File: src/rtl/mips_defs.sv
`default_nettype none
// ============================================================================
//  Package  : mips_defs
//  Purpose  : Shared state encodings, opcode/funct constants and ALU codes
//             for the multicycle MIPS-subset controller.
//  Revision : 1.0  initial release
// ============================================================================
package mips_defs;

    typedef enum logic [3:0] {
        S_FETCH1  = 4'd0,
        S_FETCH2  = 4'd1,
        S_FETCH3  = 4'd2,
        S_FETCH4  = 4'd3,
        S_DECODE  = 4'd4,
        S_MEMADR  = 4'd5,
        S_LBRD    = 4'd6,
        S_LBWR    = 4'd7,
        S_SBWR    = 4'd8,
        S_RTYPEEX = 4'd9,
        S_RTYPEWR = 4'd10,
        S_BEQEX   = 4'd11,
        S_JEX     = 4'd12,
        S_ADDIEX  = 4'd13,
        S_ADDIWR  = 4'd14,
        S_HALT    = 4'd15
    } state_t;

    typedef enum logic [1:0] {
        ALUOP_ADD   = 2'b00,
        ALUOP_SUB   = 2'b01,
        ALUOP_FUNCT = 2'b10
    } aluop_t;

    localparam logic [5:0] c_OP_LB   = 6'b100000;
    localparam logic [5:0] c_OP_SB   = 6'b101000;
    localparam logic [5:0] c_OP_R    = 6'b000000;
    localparam logic [5:0] c_OP_BEQ  = 6'b000100;
    localparam logic [5:0] c_OP_J    = 6'b000010;
    localparam logic [5:0] c_OP_ADDI = 6'b001000;

    localparam logic [5:0] c_FN_ADD = 6'b100000;
    localparam logic [5:0] c_FN_SUB = 6'b100010;
    localparam logic [5:0] c_FN_AND = 6'b100100;
    localparam logic [5:0] c_FN_OR  = 6'b100101;
    localparam logic [5:0] c_FN_SLT = 6'b101010;

    localparam logic [2:0] c_ALU_ADD = 3'b010;
    localparam logic [2:0] c_ALU_SUB = 3'b110;
    localparam logic [2:0] c_ALU_AND = 3'b000;
    localparam logic [2:0] c_ALU_OR  = 3'b001;
    localparam logic [2:0] c_ALU_SLT = 3'b111;

endpackage
`default_nettype wire

File: src/rtl/alu_decoder.sv
`default_nettype none
// ============================================================================
//  Module   : alu_decoder
//  Purpose  : Maps the FSM's ALU operation class plus funct to alucontrol.
//  Revision : 1.0  initial release
// ============================================================================
module alu_decoder
    import mips_defs::*;
#(
    parameter int FNW = 6
) (
    input  aluop_t         i_aluop,
    input  logic [FNW-1:0] i_funct,
    output logic [2:0]     o_alucontrol
);

    always_comb begin
        o_alucontrol = c_ALU_ADD;
        case (i_aluop)
            ALUOP_ADD: o_alucontrol = c_ALU_ADD;
            ALUOP_SUB: o_alucontrol = c_ALU_SUB;
            ALUOP_FUNCT: begin
                // Unknown funct falls back to add; the R-type writeback still happens.
                case (i_funct)
                    FNW'(c_FN_ADD): o_alucontrol = c_ALU_ADD;
                    FNW'(c_FN_SUB): o_alucontrol = c_ALU_SUB;
                    FNW'(c_FN_AND): o_alucontrol = c_ALU_AND;
                    FNW'(c_FN_OR):  o_alucontrol = c_ALU_OR;
                    FNW'(c_FN_SLT): o_alucontrol = c_ALU_SLT;
                    default:        o_alucontrol = c_ALU_ADD;
                endcase
            end
            default: o_alucontrol = c_ALU_ADD;
        endcase
    end

endmodule
`default_nettype wire

File: src/rtl/mips_controller.sv
`default_nettype none
// ============================================================================
//  Module   : mips_controller
//  Purpose  : Multicycle Moore control FSM for the 8-bit MIPS-subset datapath.
//  Revision : 1.0  initial release
// ============================================================================
module mips_controller
    import mips_defs::*;
#(
    parameter int OPW              = 6,
    parameter int FNW              = 6,
    parameter bit ILLEGAL_TO_FETCH = 1'b1
) (
    input  logic           clk,
    input  logic           reset,
    input  logic [OPW-1:0] op,
    input  logic [FNW-1:0] funct,
    input  logic           zero,
    output logic           memread,
    output logic           memwrite,
    output logic           alusrca,
    output logic [1:0]     alusrcb,
    output logic [2:0]     alucontrol,
    output logic           iord,
    output logic [3:0]     irwrite,
    output logic           memtoreg,
    output logic           regdst,
    output logic           regwrite,
    output logic [1:0]     pcsource,
    output logic           pcen,
    output logic           halt
);

    state_t r_state;
    state_t w_next;
    aluop_t w_aluop;
    logic   w_pcwrite;
    logic   w_branch;

    always_ff @(posedge clk) begin
        if (reset) r_state <= S_FETCH1;
        else       r_state <= w_next;
    end

    always_comb begin
        w_next    = r_state;
        w_aluop   = ALUOP_ADD;
        w_pcwrite = 1'b0;
        w_branch  = 1'b0;
        memread   = 1'b0;
        memwrite  = 1'b0;
        alusrca   = 1'b0;
        alusrcb   = 2'b00;
        iord      = 1'b0;
        irwrite   = 4'b0000;
        memtoreg  = 1'b0;
        regdst    = 1'b0;
        regwrite  = 1'b0;
        pcsource  = 2'b00;
        halt      = 1'b0;
        case (r_state)
            S_FETCH1: begin
                memread = 1'b1; alusrcb = 2'b01; irwrite = 4'b0001; w_pcwrite = 1'b1;
                w_next  = S_FETCH2;
            end
            S_FETCH2: begin
                memread = 1'b1; alusrcb = 2'b01; irwrite = 4'b0010; w_pcwrite = 1'b1;
                w_next  = S_FETCH3;
            end
            S_FETCH3: begin
                memread = 1'b1; alusrcb = 2'b01; irwrite = 4'b0100; w_pcwrite = 1'b1;
                w_next  = S_FETCH4;
            end
            S_FETCH4: begin
                memread = 1'b1; alusrcb = 2'b01; irwrite = 4'b1000; w_pcwrite = 1'b1;
                w_next  = S_DECODE;
            end
            S_DECODE: begin
                // Precompute the branch target into aluout while the opcode is decoded.
                alusrcb = 2'b11;
                case (op)
                    OPW'(c_OP_LB):   w_next = S_MEMADR;
                    OPW'(c_OP_SB):   w_next = S_MEMADR;
                    OPW'(c_OP_R):    w_next = S_RTYPEEX;
                    OPW'(c_OP_BEQ):  w_next = S_BEQEX;
                    OPW'(c_OP_J):    w_next = S_JEX;
                    OPW'(c_OP_ADDI): w_next = S_ADDIEX;
                    default:         w_next = ILLEGAL_TO_FETCH ? S_FETCH1 : S_HALT;
                endcase
            end
            S_MEMADR: begin
                alusrca = 1'b1; alusrcb = 2'b10;
                w_next  = (op == OPW'(c_OP_LB)) ? S_LBRD : S_SBWR;
            end
            S_LBRD: begin
                memread = 1'b1; iord = 1'b1;
                w_next  = S_LBWR;
            end
            S_LBWR: begin
                regwrite = 1'b1; memtoreg = 1'b1;
                w_next   = S_FETCH1;
            end
            S_SBWR: begin
                memwrite = 1'b1; iord = 1'b1;
                w_next   = S_FETCH1;
            end
            S_RTYPEEX: begin
                alusrca = 1'b1; w_aluop = ALUOP_FUNCT;
                w_next  = S_RTYPEWR;
            end
            S_RTYPEWR: begin
                regwrite = 1'b1; regdst = 1'b1;
                w_next   = S_FETCH1;
            end
            S_BEQEX: begin
                alusrca = 1'b1; w_aluop = ALUOP_SUB; pcsource = 2'b01; w_branch = 1'b1;
                w_next  = S_FETCH1;
            end
            S_JEX: begin
                pcsource = 2'b10; w_pcwrite = 1'b1;
                w_next   = S_FETCH1;
            end
            S_ADDIEX: begin
                alusrca = 1'b1; alusrcb = 2'b10;
                w_next  = S_ADDIWR;
            end
            S_ADDIWR: begin
                regwrite = 1'b1;
                w_next   = S_FETCH1;
            end
            S_HALT: begin
                halt   = 1'b1;
                w_next = S_HALT;
            end
            default: w_next = S_FETCH1;
        endcase
    end

    assign pcen = w_pcwrite | (w_branch & zero);

    alu_decoder #(
        .FNW (FNW)
    ) u_alu_decoder (
        .i_aluop      (w_aluop),
        .i_funct      (funct),
        .o_alucontrol (alucontrol)
    );

endmodule
`default_nettype wire

File: config.mk
export PLATFORM = sky130hd
export DESIGN_NAME = mips_controller
export DESIGN_NICKNAME = d
export VERILOG_FILES = /design/src/rtl/mips_defs.sv /design/src/rtl/alu_decoder.sv /design/src/rtl/mips_controller.sv
export SDC_FILE = /design/constraint.sdc
export NUM_CORES = 1
export LEC_CHECK = 0
export ABC_CLOCK_PERIOD_IN_PS = 2100
export CORE_ASPECT_RATIO = 0.9
export CORE_UTILIZATION = 33
export DETAILED_ROUTE_END_ITERATION = 8
export PLACE_DENSITY = 0.75
export SYNTH_ARGS = -nofsm -noshare
export SYNTH_HDL_FRONTEND = slang
export SYNTH_SLANG_ARGS = --single-unit
File: constraint.sdc
create_clock -name clk -period 2.1 [get_ports clk]
set_input_delay 0.42 -clock clk [delete_from_list [all_inputs] [get_ports clk]]
set_output_delay 0.42 -clock clk [all_outputs]
set_load 0.02 [all_outputs]
==> run summary <==
Crit path from -> funct[5]
DRT iter0 DRCs -> 13
Largest cells by area after synthesis -> dfxtp_1, nor2_1, a21oi_1, nor3_1, nand2_1
Post-Route Setup TNS -> 0 ns
Met1 wire length -> 812 um
Pwr/cell area -> 273.7 mW/mm^2
Final RePlAce weighted congestion -> 0.8366
Req. time, crit path -> 1.68 ns
DR WL/cell -> 12.42 um
Total vias in the final route -> 799
Post-DP HPWL -> 1393 um
CTS buffer count -> 3
TritonCTS clock tree -> done
Crit path capture -> alucontrol[0]
Initial antenna violation count -> 0
I/O Buffers -> 34
DR WL met2 -> 992 um
Yosys cell types -> 32
# placed instances -> 153
Vias in the first global route -> 702
DIE AREA -> 0.001959 mm^2
Number of remaining DRC errors -> 0
Sw Pwr -> 90.87 uW
Period minus WS final -> 2.051 ns
Hold_buf cts -> 0
Peak supply drop -> 0.0002816 V
Die Wd -> 46.55 um
Worst Skew -> 0.005311 ns
Clk network pwr share -> 34.3%
Ratio of cells with drive above 1 in the final layout -> 24.24%
P&R area growth vs syn -> 81.32%
Initial core utilization -> 35.04%
Leakage power -> 0.5374 nW
Final cell count without fillers -> 156
Internal power consumption -> 201.6 uW
Count of final setup violators -> 0
Register-to-Register Path Depth -> 5
Rows -> 14
Leading registers by flop count -> r_state: 4 flops
Startpoint Class -> input pin
Critical path class -> in2out
Post-Synthesis Cells -> 92
EDFF count, synth -> 0
Combinational share of power -> 37.4%
Crit Reg-Reg Startpoint -> r_state[3]$_SDFF_PP0_
Largest register FFs -> 4
Worst Max-Slew Pin Slew -> 0.3188 ns
Max-slew headroom -> 78.55%
CP arrival -> 1.63 ns
CP endpoint kind -> primary output
Final Net Count -> 151
Final hold vios -> 0
Syn nets -> 109
Root buf cell -> clkbuf_4
Worst-Skew Late Latency -> 0.24 ns
Crit Path Max Fanout -> 3
Syn. warnings -> 0
H-tree depth -> 1
First-pass GRT wire length -> 3029 um
Final Slew Violations -> 0
Primary FF master, synth -> dfxtp_1
Grt ovf -> 0
Worst R2R Setup Slack -> 0.78 ns
I/O pins -> 35
Seq pwr share -> 28.3%
Die Ht -> 42.09 um
WL final -> 1938 um
# fillers -> 162
Diode count -> 0
Most common cell in the netlist -> nor2_1
Synth top cells by count -> nor2_1, a21oi_1, nand2_1, nor3_1
Area of the multi-input gates -> 489.2 um^2
Seq/Total Area, Yosys -> 13.59%
Crit share post-route -> 97.65%
Top reg by flops -> r_state
Post-synth ARST share -> 0%
Clk slew on worst S/H paths -> 0.04 ns
RSZ-0062 raised after global routing -> true
Status -> complete, no violations
Initial DRT Pass Iterations -> 4
Wire length on met3 -> 133 um
Total core area -> 0.001682 mm^2
Post-CTS Repair Setup Buffers -> 0
Post-route ant nets -> 0
# Max-Cap Violations -> 0
GRT Total Usage -> 20.68%
Synth top area share -> 13.59%
Largest net degree at the start of global routing -> 20
Clk sinks -> 4
#FFs+latches synth -> 4
Highest routed layer -> met3
Longest Clk Path Bufs -> 2
Synth Cell Area -> 589.3 um^2
Drt via density -> 5.122
Area leader, netlist -> dfxtp_1
Switching Fraction -> 31.07%
Register area -> 83.83 um^2
Fmax -> 487.7 MHz
RR Endpoint -> r_state[2]$_SDFF_PP0_
Syn Area/Cell -> 6.406 um^2
Hold Path Class -> reg2reg
[placed cells by master (no fill, tap or decap), types with 2 or more instances in the layout]
cell type,n
nand2b_1,2
nand3_1,2
inv_1,3
buf_4,10
o31a_1,2
dlymetal6s2s_1,7
xor2_1,2
clkdlybuf4s50_1,16
nor3_1,6
buf_6,2
nor2_1,19
clkbuf_4,3
nand2_1,6
a211o_1,2
or2_4,2
dlygate4sd2_1,7
dfxtp_2,3
a21oi_1,7
a31oi_1,4
o21ai_0,4
[area by class of cell]
class | instances | area share, %
clock buffers | 3 | 2.108
inverters | 5 | 1.991
multi-input cells | 76 | 45.78
flip-flops and latches | 4 | 7.845
well taps | 24 | 2.810
repair buffers | 44 | 39.46
[how the worst min path moves through the flow]
| stage | endpoint | from | cells past startpoint |
|---|---|---|---|
| CTS | r_state[0]$_SDFF_PP0_ | r_state[1]$_SDFF_PP0_ | 3 |
| detailed placement | r_state[0]$_SDFF_PP0_ | r_state[1]$_SDFF_PP0_ | 3 |
| floorplan | r_state[0]$_SDFF_PP0_ | reset | 1 |
| finish | r_state[0]$_SDFF_PP0_ | r_state[1]$_SDFF_PP0_ | 3 |
| global route | r_state[0]$_SDFF_PP0_ | r_state[1]$_SDFF_PP0_ | 3 |
| global placement | r_state[0]$_SDFF_PP0_ | r_state[1]$_SDFF_PP0_ | 3 |
[routing by layer]
metal / vias to the layer above / GRT usage, %
li1: 410 / -
met1: 357 / 26.72
met2: 32 / 35.00
met3: 0 / 5.172
met4: 0 / 1.765
met5: - / 0
[through the flow]
step | worst slack (ns) | utilization (%) | power (mW) | hold WS (ns) | cell area [um^2]
after global placement | -0.3849 | 59.08 | 0.1890 | 0.6766 | 993.5
final | 0.04935 | 63.54 | 0.2924 | 0.6836 | 1069
after CTS | -0.03226 | 60.49 | 0.2904 | 0.6974 | 1017
after global routing | -0.03412 | 63.54 | 0.3066 | 0.7189 | 1069
after detailed placement | -0.4481 | 59.08 | 0.1911 | 0.6862 | 993.5
after floorplan | -0.002715 | - | 0.1359 | 0.4891 | 594.3
[power by group through the flow]
stage | Clock, mW | Sequential (mW) | Combinational (mW)
global placement | 0 | 0.0831 | 0.106
floorplan | 0 | 0.0812 | 0.0547
finish | 0.100 | 0.0827 | 0.109
global route | 0.104 | 0.0833 | 0.119
detailed placement | 0 | 0.0831 | 0.108
CTS | 0.102 | 0.0819 | 0.106
[critical path, cell delays in order]
cell and delay (ns):
clkdlybuf4s50_1 0.45, nor2b_4 0.14, and3_4 0.19, a21oi_1 0.08, nor3b_2 0.18, buf_4 0.17
[repair_timing]
| item | in CTS | in global routing |
|---|---|---|
| resized for setup | 25 | 20 |
| pin swaps | 0 | 2 |
| endpoints found under the setup margin | 13 | 12 |
[cell families (layout without fill, tap and decap cells)]
group,count (synthesis),in the layout,synth area share (%)
and+or+nand+nor,47,47,40.56
AOI/OAI and AO/OA,25,25,27.60
buffers and inverters,12,52,11.04
DFF,4,4,13.59
adders and majority gates,2,2,4.246
xor gates and xnor gates,2,2,2.973
No activity file was read; power rests on OpenSTA's default activity.
